$ cat src/rtl/i2c_pkg.sv
// Shared order codes, sequencer states and step kinds
// for the I2C register transaction sequencer.
package i2c_pkg;

    localparam logic [2:0] ORD_START   = 3'd0;
    localparam logic [2:0] ORD_WR      = 3'd1;
    localparam logic [2:0] ORD_RD      = 3'd2;
    localparam logic [2:0] ORD_STOP    = 3'd3;
    localparam logic [2:0] ORD_RESTART = 3'd4;

    localparam logic [2:0] S_IDLE      = 3'd0;
    localparam logic [2:0] S_ISSUE     = 3'd1;
    localparam logic [2:0] S_WAIT_LO   = 3'd2;
    localparam logic [2:0] S_WAIT_DONE = 3'd3;
    localparam logic [2:0] S_CLEANUP   = 3'd4;
    localparam logic [2:0] S_RESP      = 3'd5;

    typedef enum logic [2:0] {
        K_START,
        K_WR_REG,
        K_WR_DATA,
        K_RESTART,
        K_RD,
        K_STOP
    } step_kind_e;

    // Write: START WR WR STOP; read: START WR RESTART RD STOP
    function automatic step_kind_e step_kind(
        input logic       rw,
        input logic [2:0] idx
    );
        step_kind_e k;
        k = K_STOP;
        case (idx)
            3'd0:    k = K_START;
            3'd1:    k = K_WR_REG;
            3'd2:    k = rw ? K_RESTART : K_WR_DATA;
            3'd3:    k = rw ? K_RD : K_STOP;
            default: k = K_STOP;
        endcase
        return k;
    endfunction

    function automatic logic [2:0] last_step(input logic rw);
        return rw ? 3'd4 : 3'd3;
    endfunction

    function automatic logic [2:0] kind_order(input step_kind_e k);
        logic [2:0] o;
        o = ORD_STOP;
        case (k)
            K_START:   o = ORD_START;
            K_WR_REG:  o = ORD_WR;
            K_WR_DATA: o = ORD_WR;
            K_RESTART: o = ORD_RESTART;
            K_RD:      o = ORD_RD;
            default:   o = ORD_STOP;
        endcase
        return o;
    endfunction

    function automatic logic is_ctl(input step_kind_e k);
        return (k == K_START) || (k == K_RESTART);
    endfunction

endpackage

$ cat src/rtl/i2c_step_timer.sv
// Per-step watchdog: saturating 20-bit counter with
// synchronous clear and an expiry flag at LIMIT.
module i2c_step_timer
    import i2c_pkg::*;
#(
    parameter logic [19:0] LIMIT = 20'd100000
) (
    input  logic clk,
    input  logic reset,
    input  logic clear,
    input  logic enable,
    output logic expired
);

    logic [19:0] count;

    always_ff @(posedge clk) begin
        if (reset) begin
            count <= 20'd0;
        end else if (clear) begin
            count <= 20'd0;
        end else if (enable && (count != 20'hFFFFF)) begin
            count <= count + 20'd1;
        end
    end

    assign expired = (count >= LIMIT);

endmodule

$ cat src/rtl/i2c_txn_sequencer.sv
// Register read/write sequencer driving the i2c_master
// command port with one order per step and a timeout.
module i2c_txn_sequencer
    import i2c_pkg::*;
#(
    parameter logic [15:0] CLK_DIV = 16'd250,
    parameter logic [19:0] TIMEOUT = 20'd100000
) (
    input  logic        clk,
    input  logic        reset,
    input  logic        req_valid,
    output logic        req_ready,
    input  logic        req_rw,
    input  logic [6:0]  req_addr,
    input  logic [7:0]  req_reg,
    input  logic [7:0]  req_wdata,
    output logic        rsp_valid,
    output logic [7:0]  rsp_rdata,
    output logic        rsp_err,
    output logic        busy,
    output logic [2:0]  m_order,
    output logic        m_wr_enable,
    output logic [6:0]  m_address,
    output logic [7:0]  m_data,
    output logic [15:0] m_divisor,
    output logic        m_reset,
    input  logic        m_ready,
    input  logic        m_done,
    input  logic        m_finish,
    input  logic [7:0]  m_rdata
);

    logic [2:0] state;
    logic [2:0] step;
    logic       rw_q;
    logic [7:0] reg_q;
    logic [7:0] wdata_q;
    logic [7:0] rd_q;
    logic       err_q;
    logic       done_q;
    logic       done_rise;
    logic       step_ok;
    logic       strobe;
    logic       advance;
    logic       expired;
    step_kind_e kind;

    assign m_divisor = CLK_DIV;
    assign kind      = step_kind(rw_q, step);
    assign done_rise = m_done && !done_q;
    assign strobe    = (state == S_ISSUE) && m_ready;
    assign advance   = (state == S_WAIT_DONE) && step_ok;

    always_comb begin
        step_ok = 1'b0;
        case (kind)
            K_START, K_RESTART:     step_ok = m_ready;
            K_WR_REG, K_WR_DATA:    step_ok = done_rise;
            K_RD:                   step_ok = done_rise;
            default:                step_ok = m_finish;
        endcase
    end

    i2c_step_timer #(
        .LIMIT(TIMEOUT)
    ) u_timer (
        .clk    (clk),
        .reset  (reset),
        .clear  ((state == S_IDLE) || strobe || advance),
        .enable ((state == S_ISSUE) || (state == S_WAIT_LO)
                 || (state == S_WAIT_DONE)),
        .expired(expired)
    );

    always_ff @(posedge clk) begin
        if (reset) begin
            state       <= S_IDLE;
            step        <= 3'd0;
            rw_q        <= 1'b0;
            reg_q       <= 8'd0;
            wdata_q     <= 8'd0;
            rd_q        <= 8'd0;
            err_q       <= 1'b0;
            done_q      <= 1'b0;
            req_ready   <= 1'b1;
            rsp_valid   <= 1'b0;
            rsp_rdata   <= 8'd0;
            rsp_err     <= 1'b0;
            busy        <= 1'b0;
            m_order     <= 3'd0;
            m_wr_enable <= 1'b0;
            m_address   <= 7'd0;
            m_data      <= 8'd0;
            m_reset     <= 1'b0;
        end else begin
            done_q      <= m_done;
            m_wr_enable <= 1'b0;
            m_reset     <= 1'b0;
            rsp_valid   <= 1'b0;
            case (state)
                S_IDLE: begin
                    if (req_valid && req_ready) begin
                        rw_q      <= req_rw;
                        m_address <= req_addr;
                        reg_q     <= req_reg;
                        wdata_q   <= req_wdata;
                        step      <= 3'd0;
                        rd_q      <= 8'd0;
                        err_q     <= 1'b0;
                        req_ready <= 1'b0;
                        busy      <= 1'b1;
                        state     <= S_ISSUE;
                    end else begin
                        req_ready <= 1'b1;
                    end
                end
                S_ISSUE: begin
                    if (m_ready) begin
                        m_wr_enable <= 1'b1;
                        m_order     <= kind_order(kind);
                        m_data      <= (kind == K_WR_REG)  ? reg_q :
                                       (kind == K_WR_DATA) ? wdata_q :
                                       8'd0;
                        state       <= is_ctl(kind) ? S_WAIT_LO
                                                    : S_WAIT_DONE;
                    end else if (expired) begin
                        err_q <= 1'b1;
                        state <= S_CLEANUP;
                    end
                end
                S_WAIT_LO: begin
                    if (!m_ready) begin
                        state <= S_WAIT_DONE;
                    end else if (expired) begin
                        err_q <= 1'b1;
                        state <= S_CLEANUP;
                    end
                end
                S_WAIT_DONE: begin
                    // completion is checked first so it beats a timeout
                    if (step_ok) begin
                        if (kind == K_RD) rd_q <= m_rdata;
                        if (step == last_step(rw_q)) begin
                            state <= S_CLEANUP;
                        end else begin
                            step  <= step + 3'd1;
                            state <= S_ISSUE;
                        end
                    end else if (expired) begin
                        err_q <= 1'b1;
                        state <= S_CLEANUP;
                    end
                end
                S_CLEANUP: begin
                    m_reset <= 1'b1;
                    state   <= S_RESP;
                end
                S_RESP: begin
                    rsp_valid <= 1'b1;
                    rsp_err   <= err_q;
                    rsp_rdata <= (err_q || !rw_q) ? 8'd0 : rd_q;
                    busy      <= 1'b0;
                    state     <= S_IDLE;
                end
                default: state <= S_IDLE;
            endcase
        end
    end

endmodule

$ cat config.mk
export PLATFORM = sky130hd
export DESIGN_NAME = i2c_txn_sequencer
export DESIGN_NICKNAME = d
export VERILOG_FILES = /design/src/rtl/i2c_pkg.sv /design/src/rtl/i2c_step_timer.sv /design/src/rtl/i2c_txn_sequencer.sv
export SDC_FILE = /design/constraint.sdc
export NUM_CORES = 1
export LEC_CHECK = 0
export ABC_AREA = 0
export CAP_MARGIN = 20
export CORE_MARGIN = 2
export CORE_UTILIZATION = 57
export CTS_BUF_LIST = sky130_fd_sc_hd__clkbuf_8
export CTS_CLUSTER_SIZE = 14
export DETAILED_ROUTE_END_ITERATION = 6
export PLACE_DENSITY = 0.95
export REMOVE_ABC_BUFFERS = 1
export SLEW_MARGIN = 20
export SYNTH_ARGS = -nofsm -noshare
export SYNTH_HDL_FRONTEND = slang
export SYNTH_HIERARCHICAL = 1
export SYNTH_SLANG_ARGS = --single-unit
$ cat constraint.sdc
create_clock -name clk -period 9.25 [get_ports clk]
set_clock_uncertainty 0.15 [all_clocks]
set_input_delay 1.85 -clock clk [delete_from_list [all_inputs] [get_ports clk]]
set_output_delay 1.85 -clock clk [all_outputs]
set_load 0.02 [all_outputs]
==> results of run 1 <==
==> cell usage after synthesis (2+ instances only) <==
cell type,count
sky130_fd_sc_hd__buf_1,3
sky130_fd_sc_hd__o21bai_1,3
sky130_fd_sc_hd__o311ai_0,2
sky130_fd_sc_hd__nand3_1,7
sky130_fd_sc_hd__a21oi_1,43
sky130_fd_sc_hd__nand2_1,96
sky130_fd_sc_hd__a22o_1,9
sky130_fd_sc_hd__inv_1,9
sky130_fd_sc_hd__nand2b_1,3
sky130_fd_sc_hd__a211oi_1,13
sky130_fd_sc_hd__ha_1,7
sky130_fd_sc_hd__o41ai_1,2
sky130_fd_sc_hd__conb_1,2
sky130_fd_sc_hd__o211ai_1,3
sky130_fd_sc_hd__nor2b_1,5
sky130_fd_sc_hd__or2_2,2
sky130_fd_sc_hd__clkbuf_1,17
sky130_fd_sc_hd__o21ai_0,11
sky130_fd_sc_hd__nor4_1,2
sky130_fd_sc_hd__buf_2,4
sky130_fd_sc_hd__a31oi_1,3
sky130_fd_sc_hd__a22oi_1,9
sky130_fd_sc_hd__or4_1,5
sky130_fd_sc_hd__nor3b_1,2
sky130_fd_sc_hd__dfxtp_1,85
sky130_fd_sc_hd__or3_1,11
sky130_fd_sc_hd__and2_1,3
sky130_fd_sc_hd__nor3_1,2
sky130_fd_sc_hd__buf_4,17
sky130_fd_sc_hd__o31ai_1,4
sky130_fd_sc_hd__nor2_1,34
sky130_fd_sc_hd__and4_1,4
sky130_fd_sc_hd__mux2i_1,18
sky130_fd_sc_hd__nand4_1,10
sky130_fd_sc_hd__nor3_2,3
sky130_fd_sc_hd__a2111o_1,2
sky130_fd_sc_hd__o21a_1,3
==> worst reg2reg max path, cell delays in order, from the launching register on <==
cell	delay, ns
sky130_fd_sc_hd__dfxtp_1	0.46
sky130_fd_sc_hd__inv_1	0.12
sky130_fd_sc_hd__ha_1	0.33
sky130_fd_sc_hd__o21bai_1	0.47
sky130_fd_sc_hd__a22o_1	0.35
sky130_fd_sc_hd__a41oi_4	0.18
sky130_fd_sc_hd__a31oi_1	0.20
sky130_fd_sc_hd__nor2_1	0.13
sky130_fd_sc_hd__nor2_1	0.81
sky130_fd_sc_hd__o311ai_0	0.36
sky130_fd_sc_hd__o41ai_1	0.16
==> sequential cells by signal, summed over array words and instances, names as in the netlist, 3 cells and up <==
register,cells
reg_q,8
m_data,8
wdata_q,8
rsp_rdata,8
step,3
u_timer/count,20
m_order,3
rd_q,8
m_address,7
state,3
==> final cells by class <==
class / instances / share of cell area (%)
well taps: 99 / 2.470
inverters: 9 / 0.6737
repair buffers: 71 / 13.97
clock buffers: 9 / 2.470
clock inverters: 7 / 2.121
multi-input cells: 365 / 44.36
flip-flops and latches: 85 / 33.93
==> worst max path at each step <==
stage,start,endpoint
2_1_floorplan,req_valid,rd_q[0]
3_3_place_gp,m_done,u_timer/count[17]
3_5_place_dp,m_ready,u_timer/count[17]
4_1_cts,m_ready,u_timer/count[17]
5_1_grt,m_done,u_timer/count[17]
6_report,m_ready,u_timer/count[17]
==> metal layers <==
| metal | global-route usage [%] | routed length (µm) | vias to the layer above |
|---|---|---|---|
| met5 | 0 | 0 | - |
| met4 | 11.94 | 308 | 0 |
| met3 | 8.772 | 756 | 45 |
| met2 | 44.98 | 5243 | 188 |
| met1 | 30.71 | 4145 | 1781 |
| li1 | - | - | 1814 |
==> kinds of logic (layout without fill, tap and decap cells) <==
logic type / Yosys count / count (layout) / share of synthesized area [%]
AND/OR/NAND/NOR: 204 / 204 / 25.17
AO/OA/AOI/OAI: 120 / 120 / 20.75
flip-flops: 85 / 85 / 41.20
buffers and inverters: 50 / 96 / 6.210
multiplexers: 18 / 18 / 4.362
adder cells (fa/ha/maj): 7 / 7 / 2.120
other: 2 / 16 / 0.1818
==> through the flow <==
stage / std cells / power, mW
2_1_floorplan: 459 / 0.4621
3_5_place_dp: 629 / 0.5138
5_1_grt: 645 / 0.8401
4_1_cts: 645 / 0.8100
3_3_place_gp: 629 / 0.5088
6_report: 645 / 0.8097
==> power breakdown <==
part | internal [mW] | switching [mW]
clock network | 0.156 | 0.144
registers | 0.380 | 0.0113
logic | 0.0481 | 0.0692
==> results list, run 1 <==
* Result of the run: finished, final reports clean
- CTS built an H-tree with a depth of 3.
- The clock drives 85 sinks.
- The path class of the tightest hold or removal check is reg -> reg.
* Count of input and output buffers: 69
- N_diodes: 0
- Clock Latency Late Sink: 0.38 ns
* Total routing usage reported by global routing: 26.65%
- The biggest area contributor in the post-synthesis netlist is sky130_fd_sc_hd__dfxtp_1.
- In this run the most critical hold path is launched from reg_q[6].
- Clock tree from TritonCTS: built
* WS Path Type: in -> reg
- Yosys warning count: 6
- Clock slew seen by the registers of the worst setup and hold paths: 0.10 ns
- Final critical delay including setup and external delays: 4.412 ns
- Routed vias: 3828
* Register area: 0.001702 mm²
- Cell count after synthesis: 486
- Critical register-to-register path endpoint: u_timer/count[17]
- CTS placed an instance of sky130_fd_sc_hd__clkbuf_8 at the clock tree root.
* Floorplan die width: 89.13 µm
- Measured against its own limit, the worst slew margin works out to 35.22%.
* Worst setup slack for register-to-register paths: 5.41 ns
* CP Max Fanout: 16
- Async S/R FF share, synth: 0%
- After detailed routing, the average wire length per cell comes to 16.21 µm.
* Reg2Reg Launch Point: step[0]
* HPWL Detailed: 7.046 mm
* Static power due to leakage: 1.692 nW
* Mapped cell area: 0.004130 mm²
- The total count of hold-check failures in the final report was 0.
- The final critical path takes up 47.70% of the cycle.
- Power Dens Cells: 161.5 mW/mm²
- Hold buffers post-CTS: 0
* PostCTS Resize Cnt: 0
- Largest vdd supply drop: 0.1174 mV
* Post-synth cell types: 65
- Fill cells in the final layout number 546.
* Instance count on the critical path: 8
- Post-CTS Setup Inserts: 0
* Most frequent standard cell in the layout excluding fill and tap cells: sky130_fd_sc_hd__nand2_1
* Hold Path Stages: 2
- Setup TNS: 0 ns
- Buffers inserted during clock tree synthesis total 9.
- Cells fill 70.27% of the core in the end.
- Of the post-synthesis cell area, the dominant cell type holds 41.20%.
- For the pin with the worst max-slew slack, the measured transition is 0.9682 ns.
- Multi-input gate area: 0.002225 mm²
- In the layout the commonest cells are sky130_fd_sc_hd__nand2_1, sky130_fd_sc_hd__dfxtp_1, sky130_fd_sc_hd__clkdlybuf4s50_1.
- Cell types occupying the most area after synthesis: sky130_fd_sc_hd__dfxtp_1, sky130_fd_sc_hd__nand2_1, sky130_fd_sc_hd__a21oi_1, sky130_fd_sc_hd__mux2i_1, sky130_fd_sc_hd__buf_4
* Area after DPL: 0.004785 mm²
* Initial cell density of the core: 57.87%
- End point of the most critical hold path: reg_q[6]
- Data required time of the critical path: 9.34 ns
- Number of pins with negative max-slew slack in the final report: 0
- The most used flip-flop cell after synthesis is sky130_fd_sc_hd__dfxtp_1.
- First-pass GRT wire length: 16.58 mm
* Worst-case setup margin in the final layout: 4.838 ns
* Mean Syn Cell Area: 8.498 µm²
- Cells with a size suffix above 1 make up 6.960% of the layout.
- Deepest clock path buffer count: 2
* Detailed Route Iter0 Violations: 392
* NumNets Final: 586
* Aggregate global routing overflow: 0
- From synthesis to final layout, the design area changed by 21.42%.
* Number of rows in the core area: 31
- Kind of cell adding the most delay to the critical path: compound AO/OA/AOI/OAI gates
* Total of flip-flops plus latches after synthesis: 85
* Die ar.: 0.007943 mm²
* Number of global-route vias before repair: 3723
* DRC viols: 0
- During I/O placement, the number of pins put on the boundary was 86.
* Critical path, cell by cell: clkdlybuf4s50_1, o2111ai_2, a41oi_4, a31oi_1, nor2_1, nor2_1, o311ai_0, o41ai_1
- Post-DR vias/cell: 5.935
* Routability congestion estimate: 0.8553
* Finished Cell Area: 0.005015 mm²
- Among all stages on the critical path, the largest delay is contributed by sky130_fd_sc_hd__nor2_1.
- Number of maximum-capacitance constraint violations: 0
- The final layout contains routed wiring with a total length of 10.45 mm.
* Worst path most repeated cell: sky130_fd_sc_hd__nor2_1
* Vertical die dimension: 89.13 µm
- Setup repair after global routing left no endpoint under its margin.
- The first detailed-routing pass ran for 5 iterations.
- Number of enable-type register cells in the synthesized netlist: 0
- Reg2Reg Depth: 10
- CP Launch Type: primary input
* Std-Cell Core Area: 0.007137 mm²
- STA puts the critical path data arrival time at 4.51 ns.
- The initial antenna violation count is 0.
- The worst setup path is captured at a register.
* Sequential fraction of the synthesis area: 41.20%
- Pin count of the biggest net entering global routing: 56
- Crit path buf inv count: 1
- Setup violations remaining at the end of the flow were counted as 0.
- In this design, the stage delay of the slowest critical-path cell is 0.81 ns.
* F_max: 0.2267 GHz
- In this run the remaining antenna-violating nets after routing total 0.
- Minimum setup slack after placement: 4.701 ns
- Hold_ws: 0.3089 ns
No activity file was read; power rests on OpenSTA's default activity.
==> run 2, diff against run 1 <==
- CORE_UTILIZATION: 57 -> 48
- PLACE_DENSITY: 0.95 -> 0.91
- clock period: 9.25 -> 4 ns (I/O delays scaled with it)
==> run 2 against run 1 <==
  * First-iteration DRC count shrank 32%
  * Non-clock buffer count grew 1
  * Largest power group unchanged
  * Power increased by 130%
  * Cell count increased by 0.78%
  * Via count shrank 1.2%
  * Critical path depth rose by 2
  * Routed wire length down 5.0%
==> results list, run 2 (synthesized netlist as in run 1, its figures left out) <==
- Result of the run: finished, final reports clean
* Total number of H-tree levels: 3
- For this run, global-route usage on met1 was measured as 23.88%.
- By startpoint and endpoint, the worst setup path is classified as reg -> reg.
* Fraction of power consumed by sequential logic: 49.4%
- The worst setup path is launched from a register.
* Total routing usage reported by global routing: 20.90%
- Die ar.: 0.009363 mm²
- Met2 track utilization from global routing: 38.14%
- The wire-length estimate of the detail-placed layout is 7.002 mm.
* Internal power consumption: 1.354 mW
* PostCTS Resize Cnt: 0
- The count of pins over their slew limit is 0.
- Final routed wirelength across all metal layers: 9.926 mm
- Most used cells in the layout excluding fill and tap cells: sky130_fd_sc_hd__nand2_1, sky130_fd_sc_hd__dfxtp_1, sky130_fd_sc_hd__clkdlybuf4s50_1
- Static timing analysis puts the maximum clock frequency at 0.2699 GHz.
* Number of detailed-routing iterations run before antenna repair: 6
- Worst-case setup margin in the final layout: 0.2952 ns
* Pin count of the biggest net entering global routing: 32
- Std-Cell Core Area: 0.008299 mm²
- Across the run, the number of max-cap violations was 0.
* Clock tree from TritonCTS: built
- Clock Latency Late Sink: 0.34 ns
* Worst setup slack for register-to-register paths: 0.30 ns
- The root buffer cell chosen for the clock tree is sky130_fd_sc_hd__clkbuf_8.
* Overall power consumption: 1.831 mW
- Final critical delay including setup and external delays: 3.705 ns
- Setup violations remaining at the end of the flow were counted as 0.
- Initial antenna violation count: 0
- Clock slew seen by the registers of the worst setup and hold paths: 0.08 ns
- Final period util: 92.62%
- Number of clock sinks: 85
- Static power due to leakage: 1.689 nW
- Largest register FFs: 20
- Number of hold violations in the final report: 0
* Setup repair after global routing missed its margin: no
* Area added between synthesis and finish: 21.33%
- Filler instances: 682
- Clk pwr share: 36.0%
- Routed vias: 3782
- Hold Path Class: reg -> reg
- Post-DR wirelength/cell: 15.27 µm
- Once the floorplan was initialized, standard cells occupied 49.77% of the core.
- STA puts the critical path data required time at 4.09 ns.
* Arrival time worst endpoint: 3.79 ns
* Reg2Reg Depth: 10
- Count of input and output buffers: 69
- Proportion of total power due to net switching: 26.08%
- Largest vdd supply drop: 0.2305 mV
- The initialized floorplan defines 33 standard-cell rows.
- Net switching power: 477.5 µW
- Minimum setup slack after placement: 0.3781 ns
- Power Dens Cells: 365.4 mW/mm²
- Critical register-to-register path endpoint: u_timer/count[17]
- The layer flagged by global routing as most heavily used is met2.
- Measured against its own limit, the worst slew margin works out to 31.74%.
- The library cell used most frequently in the layout, excluding fill and tap cells, is sky130_fd_sc_hd__nand2_1.
- 86 I/O pins were placed.
- Transition at the pin with the smallest max-transition slack: 1.020 ns
- N_diodes: 0
- Of all nets on the critical path, the largest fanout is 16.
- Share of post-route cells with drive strength above 1: 6.789%
- NumNets Final: 587
* End point of the most critical hold path: m_address[6]
- TritonCTS created 9 clock buffers.
- Cells fill 60.38% of the core in the end.
* Deepest clock path buffer count: 2
- First-pass GRT wire length: 16.66 mm
- Routability congestion estimate: 0.8693
* Reg2Reg Launch Point: step[0]
* Number of global-route vias before repair: 3685
* Aggregate global routing overflow: 0
- From bottom edge to top edge, the die measures 96.76 µm.
* Floorplan die width: 96.76 µm
* Met3 global-route usage: 3.685%
* DRC viols: 0
- The worst setup path is captured at a register.
* Setup TNS: 0 ns
- Most flop-heavy register: u_timer/count
- After clock tree synthesis, the setup repair step added 0 buffers.
* Detailed Route Iter0 Violations: 266
- Post-DR vias/cell: 5.818
* Hold buffers post-CTS: 0
* Start point of the worst hold path: m_address[6]
- Logic gate share of total power: 14.6%
- Hold_ws: 0.3057 ns
* Hold Path Stages: 2
- Number of nets with antenna violations after detailed routing: 0
## run 2: changes by cell type in the layout (fill, tap and decap cells not counted), sizes merged
cell	delta
inv	-2
buf	+1
clkbuf	+1
clkinv	-1
## run 2: final cells by class
class	count	area (µm²)	area share, %
flip-flops and latches	85	1702	33.96
inverters	9	33.78	0.6742
repair buffers	72	708.2	14.13
multi-input cells	365	2225	44.39
well taps	105	131.4	2.622
clock buffers	10	137.6	2.747
clock inverters	4	73.82	1.473
## run 2: worst max-delay path, cell delays in order, from the launching register on
cell	delay (ns)
sky130_fd_sc_hd__dfxtp_1	0.43
sky130_fd_sc_hd__inv_1	0.11
sky130_fd_sc_hd__ha_1	0.30
sky130_fd_sc_hd__o21bai_1	0.41
sky130_fd_sc_hd__a22o_1	0.32
sky130_fd_sc_hd__a41oi_4	0.17
sky130_fd_sc_hd__a31oi_1	0.20
sky130_fd_sc_hd__nor2_1	0.13
sky130_fd_sc_hd__nor2_1	0.85
sky130_fd_sc_hd__o311ai_0	0.37
sky130_fd_sc_hd__o41ai_1	0.15
## run 2: worst max-delay path by stage
stage | to | startpoint
after CTS | u_timer/count[17] | step[1]
final | u_timer/count[17] | step[0]
after global placement | u_timer/count[17] | m_ready
after detailed placement | u_timer/count[17] | m_ready
after global routing | u_timer/count[17] | step[0]
after floorplan | u_timer/count[17] | step[0]
## run 2: power groups by stage
| stage | combinational, mW | sequential [mW] | clock (mW) |
|---|---|---|---|
| after floorplan | 0.129 | 0.939 | 0 |
| after detailed placement | 0.264 | 0.924 | 0 |
| after global placement | 0.257 | 0.921 | 0 |
| after CTS | 0.267 | 0.904 | 0.664 |
| after global routing | 0.290 | 0.909 | 0.703 |
| final | 0.267 | 0.904 | 0.660 |
## run 2: per-layer routing
layer / up-vias / part of all wire [%]
met3: 31 / 4.8
met2: 144 / 52
met5: - / 0
met1: 1786 / 40
li1: 1821 / -
met4: 0 / 2.8
## run 2: per-stage QoR
step,area [µm²],instances
2_1_floorplan,3960,459
3_3_place_gp,4800,636
3_5_place_dp,4800,636
4_1_cts,5011,650
5_1_grt,5011,650
6_report,5011,650
==> run 3, diff against run 2 <==
- CORE_UTILIZATION: 48 -> 30
- PLACE_DENSITY: 0.91 -> 0.54
- clock period: 4 -> 4.46 ns (I/O delays scaled with it)
==> run 3 against run 2 <==
  * Cell area grew 1.8%
  * Hold slack gained 0.0013 ns
  * Global-route usage shrank 7.1 points
  * Register-to-register slack gained 0.63 ns
  * Count of clock-buffer cells in the layout grew 2
  * Setup slack gained 0.63 ns
  * Critical path depth is the same
  * Largest power group unchanged
==> results list, run 3 (synthesized netlist as in run 1, its figures left out) <==
- Leaving out fill and tap cells, the most frequent cells in the layout are sky130_fd_sc_hd__nand2_1, sky130_fd_sc_hd__dfxtp_1, sky130_fd_sc_hd__clkdlybuf4s50_1.
* Internal power consumption: 1.191 mW
- Setup violations remaining at the end of the flow were counted as 0.
* Initial antenna violation count: 0
- Logic gate share of total power: 14.7%
- Pin count of the biggest net entering global routing: 45
- The worst hold path was traced through 2 stages.
* Net switching power: 430.5 µW
- Number of rows in the core area: 42
* Post-layout instance count excluding filler cells: 722
- Critical path, cell by cell: inv_1, ha_1, or3_4, a221oi_4, a41oi_4, a31oi_1, nor2_1, nor2_1, o311ai_0, o41ai_1
* Total clock buffers created by CTS: 9
- The first global-routing pass estimated 16.22 mm of wire.
- Fraction of power consumed by sequential logic: 49.9%
- Arrival time worst endpoint: 3.65 ns
- Capturing element type of the critical path: register
- Using the TritonRoute via totals, the vias-per-cell ratio works out to 4.990.
- The root buffer cell chosen for the clock tree is sky130_fd_sc_hd__clkbuf_8.
- Across all setup checks in the final design, the least slack found is 0.9281 ns.
* Delay of the slowest cell on the worst path: 0.82 ns
- Net switching is 26.54% of the power.
* Share of post-route cells with drive strength above 1: 6.960%
- The congestion estimate from routability-driven global placement came to 0.8363.
- From bottom edge to top edge, the die measures 121.3 µm.
* Final critical delay including setup and external delays: 3.532 ns
* Crit path buf inv count: 1
* Number of maximum-capacitance constraint violations: 0
* Cell count after placement: 707
* Final routed wirelength across all metal layers: 10.07 mm
- More flip-flops sit in one register than any other, and that register is u_timer/count.
* Clock Latency Late Sink: 0.36 ns
- CP Max Fanout: 16
* Setup TNS: 0 ns
- Leaving out fill and tap cells, the most frequent cell in the layout is sky130_fd_sc_hd__nand2_1.
* Reg2Reg Depth: 10
* Setup repair after global routing missed its margin: no
- The count of pins over their slew limit was 0.
- Dividing total power by cell area gives a power density of 317.8 mW/mm².
- Aggregate global routing overflow: 0
* Largest register FFs: 20
- Hold buffers post-CTS: 0
- Detailed placement ended at an HPWL of 7.226 mm.
- In the finished design, the share of the clock period the worst path needs comes to 79.19%.
- Counting along the longest clock path gives a buffer depth of 2.
* Largest vdd supply drop: 0.1785 mV
* Number of nets with antenna violations after detailed routing: 0
- For this design, the slowest cell found on the critical path is sky130_fd_sc_hd__nor2_1.
* Initial cell density of the core: 30.94%
- Clock tree synthesis found a total of 85 sinks.
- Static power due to leakage: 1.688 nW
* Clock tree from TritonCTS: built
- Once the clock tree was built, the resizer swapped 0 gates to a different size.
- The detailed router placed 3603 vias in this run.
- Remaining max-slew budget at the tightest pin: 35.23%
* Worst path most repeated cell: sky130_fd_sc_hd__nor2_1
* Number of global-route vias before repair: 3332
- After clock tree synthesis, the setup repair step added 0 buffers.
- The count of buffers added on input and output ports is 69.
* N_diodes: 0
* Detailed Route Iter0 Violations: 156
- Instance count on the critical path: 10
- The tightest min-delay check is of the reg -> reg type.
- The floorplan step defined a die boundary enclosing 0.01472 mm².
* Total number of H-tree levels: 3
* Kind of cell adding the most delay to the critical path: simple AND/OR/NAND/NOR gates
* Area after DPL: 0.004895 mm²
* Number of top-level pins: 86
- At the pin with the least slew margin, the transition time is 0.9680 ns.
- After floorplanning, the core was sized to cover 0.01335 mm².
- Post-DR wirelength/cell: 13.94 µm
- Minimum setup slack after placement: 0.7088 ns
- The total count of hold-check failures in the final report is 0.
* Area added between synthesis and finish: 23.57%
* CP Launch Type: register
- For this run, design rule violations remaining after detail routing come to 0.
- The final layout contains 587 nets.
* Number of detailed-routing iterations run before antenna repair: 5
- Timing would allow up to 0.2831 GHz.
- Data on the critical path is required at its endpoint by 4.58 ns.
- Finished Cell Area: 0.005104 mm²
- The die is 121.3 µm wide.
* Result of the run: finished, final reports clean
* WS Path Type: reg -> reg
* Total routing usage reported by global routing: 13.82%
* Clk pwr share: 35.3%
- Hold timing on the final database bottoms out at a slack of 0.3071 ns.
- Clock slew seen by the registers of the worst setup and hold paths: 0.08 ns
-- run 3: cell types whose count changed in the layout (fill, tap and decap cells not counted) --
cell / before / now
sky130_fd_sc_hd__nor3_2: 3 / 2
sky130_fd_sc_hd__bufinv_16: 2 / 1
sky130_fd_sc_hd__clkbuf_8: 10 / 12
sky130_fd_sc_hd__nor3_4: 1 / 2
-- run 3: tightest hold or removal path, cell delays in order, from the launching register on --
cell and delay (ns):
sky130_fd_sc_hd__dfxtp_1 0.31, sky130_fd_sc_hd__nand2_1 0.05, sky130_fd_sc_hd__a21oi_1 0.05
-- run 3: final cells by class --
class,instances,area (µm²)
inverters,9,33.78
flip-flops and latches,85,1702
fillers,1386,8244
multi-input cells,365,2231
well taps,176,220.2
clock buffers,12,165.2
clock inverters,3,43.79
repair buffers,72,708.2
-- run 3: per-stage QoR --
stage,util (%),power [mW]
2_1_floorplan,-,0.9583
3_3_place_gp,36.67,1.066
3_5_place_dp,36.67,1.070
4_1_cts,38.24,1.646
5_1_grt,38.24,1.705
6_report,38.24,1.622
-- run 3: final timing paths --
check                     from           endpoint  slack, ns
setup / recovery       step[0]  u_timer/count[14]       0.93
hold / removal    m_address[6]       m_address[6]       0.31
setup reg to reg       step[0]  u_timer/count[14]       0.93
hold reg to reg   m_address[6]       m_address[6]       0.31
-- run 3: power by group through the flow --
stage          clock network [mW]  registers [mW]  logic, mW
2_1_floorplan                   0           0.842      0.116
3_3_place_gp                    0           0.827      0.239
3_5_place_dp                    0           0.828      0.242
4_1_cts                     0.593           0.810      0.242
5_1_grt                     0.627           0.815      0.263
6_report                    0.573           0.810      0.239
-- run 3: routing by layer --
layer | track usage (%) | wire length (µm)
met2 | 22.26 | 4752
met1 | 17.65 | 4553
met4 | 6.609 | 260
met3 | 2.820 | 500
met5 | 0 | 0
